**src/rtl/sipo_deserializer.sv**
```systemverilog
// Serial-in/parallel-out receiver: rebuilds MSB-first WIDTH-bit words from a PISO stream and
// hands them off through a valid/ready holding register. Optional parity: SIPO_PARITY_CHECK_EN.
module sipo_deserializer #(
   parameter int WIDTH = 4
) (
   input  logic             clk,
   input  logic             rst,
   input  logic             s_in,
   input  logic             s_empty,
   input  logic             p_ready,
   output logic [WIDTH-1:0] p_out,
   output logic             p_valid,
   output logic             busy,
   output logic             overrun,
   output logic             parity_err
);

   localparam int CNT_W = $clog2(WIDTH + 1);

   typedef enum logic [1:0] {IDLE, SHIFT, PARITY} state_t;

   state_t           state;
   logic [WIDTH-1:0] shift_q;
   logic [CNT_W-1:0] bit_cnt;
   logic             sample;
   logic             last_data;
   logic             complete;
   logic [WIDTH-1:0] word;
   logic             word_perr;

`ifdef SIPO_PARITY_CHECK_EN
   function automatic logic parity_check(input logic [WIDTH-1:0] w, input logic pbit);
      return (^w) ^ pbit;
   endfunction
`endif

   assign sample    = !s_empty;
   assign last_data = (state == SHIFT) && (bit_cnt == CNT_W'(WIDTH - 1));
   assign busy      = (state != IDLE);

   always_comb begin
      complete  = 1'b0;
      word      = {shift_q[WIDTH-2:0], s_in};
      word_perr = 1'b0;
`ifdef SIPO_PARITY_CHECK_EN
      // The data bits already sit in shift_q; s_in now carries the parity bit.
      if (sample && state == PARITY) begin
         complete  = 1'b1;
         word      = shift_q;
         word_perr = parity_check(shift_q, s_in);
      end
`else
      complete = sample && last_data;
`endif
   end

   always_ff @(posedge clk or posedge rst) begin
      if (rst) begin
         state      <= IDLE;
         shift_q    <= '0;
         bit_cnt    <= '0;
         p_out      <= '0;
         p_valid    <= 1'b0;
         overrun    <= 1'b0;
         parity_err <= 1'b0;
      end else begin
         if (sample) begin
            case (state)
               IDLE: begin
                  shift_q <= {{(WIDTH-1){1'b0}}, s_in};
                  bit_cnt <= CNT_W'(1);
                  state   <= SHIFT;
               end
               SHIFT: begin
                  shift_q <= {shift_q[WIDTH-2:0], s_in};
                  if (last_data) begin
                     bit_cnt <= '0;
`ifdef SIPO_PARITY_CHECK_EN
                     state   <= PARITY;
`else
                     state   <= IDLE;
`endif
                  end else begin
                     bit_cnt <= bit_cnt + 1'b1;
                  end
               end
               default: state <= IDLE;
            endcase
         end

         // A held, unaccepted word wins over a newly completed one.
         if (complete) begin
            if (p_valid && !p_ready) begin
               overrun <= 1'b1;
            end else begin
               p_out      <= word;
               p_valid    <= 1'b1;
               parity_err <= word_perr;
            end
         end else if (p_valid && p_ready) begin
            p_valid <= 1'b0;
         end
      end
   end

endmodule

```
**config.mk**
```make
export PLATFORM = sky130hd
export DESIGN_NAME = sipo_deserializer
export DESIGN_NICKNAME = d
export VERILOG_FILES = /design/src/rtl/sipo_deserializer.sv
export SDC_FILE = /design/constraint.sdc
export NUM_CORES = 1
export LEC_CHECK = 0
export ABC_AREA = 1
export CAP_MARGIN = 20
export CORE_AREA = 2 2 39 41
export DETAILED_ROUTE_END_ITERATION = 7
export DIE_AREA = 0 0 41 43
export GPL_TIMING_DRIVEN = 0
export PLACE_DENSITY = 0.71
export REMOVE_ABC_BUFFERS = 1
export SYNTH_ARGS = -nofsm -noshare
export SYNTH_HDL_FRONTEND = slang
export SYNTH_SLANG_ARGS = --single-unit
```
**constraint.sdc**
```tcl
create_clock -name clk -period 2.9 [get_ports clk]
set_clock_uncertainty 0.1 [all_clocks]
set_input_delay 0.58 -clock clk [delete_from_list [all_inputs] [get_ports clk]]
set_output_delay 0.58 -clock clk [all_outputs]
set_load 0.05 [all_outputs]
```
## Word-level counts from Yosys, hierarchy flattened

Index checks and enable logic that the tools add are counted.
W data, S select, Z words.

- $add $sub $neg: 1
- Equality and inequality tests: 4
- Mux-type cells: 8
- Bitwise logic cells: 2
- Reduce and logical (&&, ||, !) cells: 15

Operator list:

| operator | count |
|---|---|
| $pmux W3 S2 | 2 |
| $reduce_and A2 Y1 | 5 |
| $reduce_bool A2 Y1 | 3 |
| $logic_and A1 B1 Y1 | 4 |
| $ne A2 B2 Y1 const B | 2 |
| $pmux W2 S2 | 1 |
| $add A3 B1 Y3 const B | 1 |
| $eq A3 B2 Y1 const B | 1 |
| $mux W1 | 3 |
| $mux W3 | 1 |
| $eq A2 B1 Y1 const B | 1 |
| $logic_not A1 Y1 | 2 |
| $logic_not A2 Y1 | 1 |
| $mux W2 | 1 |
| $not A1 Y1 | 2 |

- Register bits after elaboration: 14
- Input bits: 5
- Output and inout bits: 8

## Logic depth before layout (Yosys ltp)

- Word-level depth: 5
- Depth in mapped cells: 6
- Depth with buffers taken out: 6

## Worst setup path before layout

No wires, ideal clock.

- Kind: register -> output
- Start point: register state[0]
- End point: output busy
- Arrival time: 685 ps
- Data required time: 2,220 ps
- Setup slack: 1,535 ps
- Stages on the path, launching flop included: 1
- Buffers on the path: 0
- Cell sequence: dfrtp_1

- Word-level cells in the longest chain between the ends: 1

RTL lines:

| item | line | RTL |
|---|---|---|
| start: declaration | 22 | `state_t state;` |
| start signal: assignment | 59 | `state <= IDLE;` |
| start signal: assignment | 72 | `state <= SHIFT;` |
| start signal: assignment | 81 | `state <= IDLE;` |
| $reduce_bool A2 Y1 | 39 | `assign busy = (state != IDLE);` |
| end: declaration | 13 | `output logic busy,` |

No other way between the ends.

## Worst setup path after layout

Ends and elaborated chain as after synthesis.

==> results.json <==
{
  "status": "complete, no violations",
  "p_leak_uw": 0.000368,
  "synthDistinctLibCells": 20,
  "drv_cap": 0,
  "area_delta_synth_final_pct": 25.8,
  "worst_slack_ps": 629,
  "layout_commonest_cell": "nand2_1",
  "num_rows": 14,
  "antenna_found_initial": 0,
  "path_buf_inv": 1,
  "die_area_um2": 1760,
  "p_sw_uw": 356,
  "yosys_warnings": 0,
  "die_width_um": 41,
  "rsz0062_at_grt": "false",
  "grt_start_max_net_pins": 14,
  "drt-initial-drc-count": 3,
  "setup_viol": 0,
  "post_cts_resized": 0,
  "via_count": 425,
  "ant_nets": 0,
  "power.density_nw_per_um2": 1070,
  "clk_latency_ps": 290,
  "maxSlewViolCount": 0,
  "fmax_mhz": 440,
  "layout_common_cells": "nand2_1 (14), dfrtp_1 (13), clkdlybuf4s50_1 (11)",
  "diodes": 0,
  "start_util_pct": 42.0,
  "path_cells": "clkdlybuf4s50_1",
  "cts_root_buf": "clkbuf_4",
  "arrival_ps": 1590,
  "synth_edf_count": 0,
  "port_buffers": 11,
  "timing.setup.tns_ps": 0,
  "drive_gt1_share_pct": 17.8,
  "grt_pass1_vias": 390,
  "grt_pass1_wl_um": 1650,
  "async_reset_ff_share_pct": 100,
  "seq_power_share_pct": 36.4,
  "hold_buffers": 0,
  "crit_path_start_kind": "flop",
  "cp_slowest_stage_delay_ps": 840,
  "route.detailed.drc": 0,
  "end_kind": "output pin",
  "finalNetCount": 80,
  "via_per_inst": 4.78,
  "dp_hpwl_um": 725,
  "clkTransAtPathRegs_ps": 90,
  "wl_per_cell_um": 11.1,
  "p_sw_share_pct": 45.6,
  "syn_area_um2": 582,
  "total_power_uw": 781,
  "period_share_pct": 78.3,
  "synthCells": 59,
  "coreArea_um2": 1380,
  "cts-buffers-inserted": 3,
  "crit_path_max_fanout": 6,
  "clock_sinks": 13,
  "grt.total_usage_pct": 14.6,
  "irDropWorstVdd_v": 0.000427,
  "min_period_ps": 2270,
  "syn_avg_cell_area_um2": 9.86,
  "grt_overflow_total": 0,
  "synth_flop_cell": "dfrtp_1",
  "crit_path_top_delay_cell": "clkdlybuf4s50_1",
  "p_comb_share_pct": 48.8,
  "whs_ps": 384,
  "cp.required_ps": 2220,
  "pre_cts_ws_ps": 943,
  "critPathTopFamily": "buffers and inverters",
  "cts_setup_buffers": 0,
  "hold_start": "overrun$_DFFE_PP0P_",
  "cp-startpoint": "state[0]$_DFFE_PP0P_",
  "crit-reg2reg-launch": "bit_cnt[0]$_DFFE_PP0N_",
  "internal_power_uw": 425,
  "place.gp.congestion": 0.730,
  "ys_seq_area_share_pct": 55.9,
  "dr.pass1.iters": 2,
  "ys_seq_elements": 13,
  "routed_wl_um": 989,
  "finalHoldViolCount": 0,
  "worstSetupPathType": "flop to output pin",
  "h-tree-depth": 1,
  "hold_path.class": "flop to flop",
  "top_level_ports": 13,
  "clk_path_buf_depth": 2,
  "cts_tree": "done",
  "p_clk_share_pct": 14.8,
  "fp.dieH_um": 43
}
[worst paths after layout]
path	end	slack, ps	depth (start not counted)
hold / removal	overrun$_DFFE_PP0P_	380	1
max in group asynchronous	p_out[2]$_DFFE_PP0P_	1870	2
min in group asynchronous	p_out[1]$_DFFE_PP0P_	500	2
setup / recovery	busy	630	1
hold reg to reg	overrun$_DFFE_PP0P_	380	1
setup reg to reg	bit_cnt[0]$_DFFE_PP0N_	1710	6
[worst reg2reg max path: cells and delay by family (launching register included)]
family,cells,cell delay [ps]
flops,1,400
simple gates,3,260
fa+ha+maj,1,220
buf+inv,1,80
compound gates,1,60
[power by group through the flow]
stage	clock, uW	combinational [uW]	sequential, uW
3_5_place_dp	0	385	289
6_report	116	381	284
3_3_place_gp	0	379	286
2_1_floorplan	0	136	423
4_1_cts	118	387	286
5_1_grt	125	415	293
[layer usage]
metal / track usage [%] / vias to the layer above / wire, um
li1: - / 217 / -
met1: 19.2 / 191 / 441
met2: 19.7 / 12 / 453
met3: 4.71 / 5 / 55
met4: 10.0 / 0 / 38
met5: 0 / - / 0
[cells by family (layout without fill, tap and decap cells)]
| group | Yosys count | after routing | synth area share, % |
|---|---|---|---|
| fa+ha+maj | 1 | 1 | 2.15 |
| buf+inv | 10 | 24 | 7.96 |
| compound gates | 7 | 7 | 7.74 |
| flops | 13 | 13 | 55.9 |
| other cells | 1 | 1 | 0.645 |
| simple gates | 27 | 27 | 25.6 |
[registers in the layout (all words and copies together), names as in the netlist]
signal   flops
p_out        4
overrun      1
p_valid      1
state        1
bit_cnt      3
shift_q      3
[per-stage QoR]
step / util, % / instances / instance area [um^2]
floorplan: - / 58 / 574
global placement: 50.9 / 85 / 704
detailed placement: 50.9 / 85 / 704
CTS: 52.9 / 89 / 732
global route: 52.9 / 89 / 732
finish: 52.9 / 89 / 732
[final cells by class]
type	count	area, um^2
clock inverter	1	5.00
clock buffer	3	22.5
timing repair buffer	11	110
inverter	9	38.8
fill	130	652
tap	16	20.0
sequential	13	325
multi-input combinational	36	210
[synthesized netlist by cell type, types with 2 or more instances]
master | number | area, um^2
nand2_1 | 14 | 52.6
o21ai_1 | 3 | 15.0
inv_1 | 7 | 26.3
nor2_1 | 2 | 7.51
dfrtp_1 | 13 | 325
nand2_2 | 3 | 18.8
nand4_1 | 4 | 25.0
Note: power is estimated with default switching activity, not from simulation.
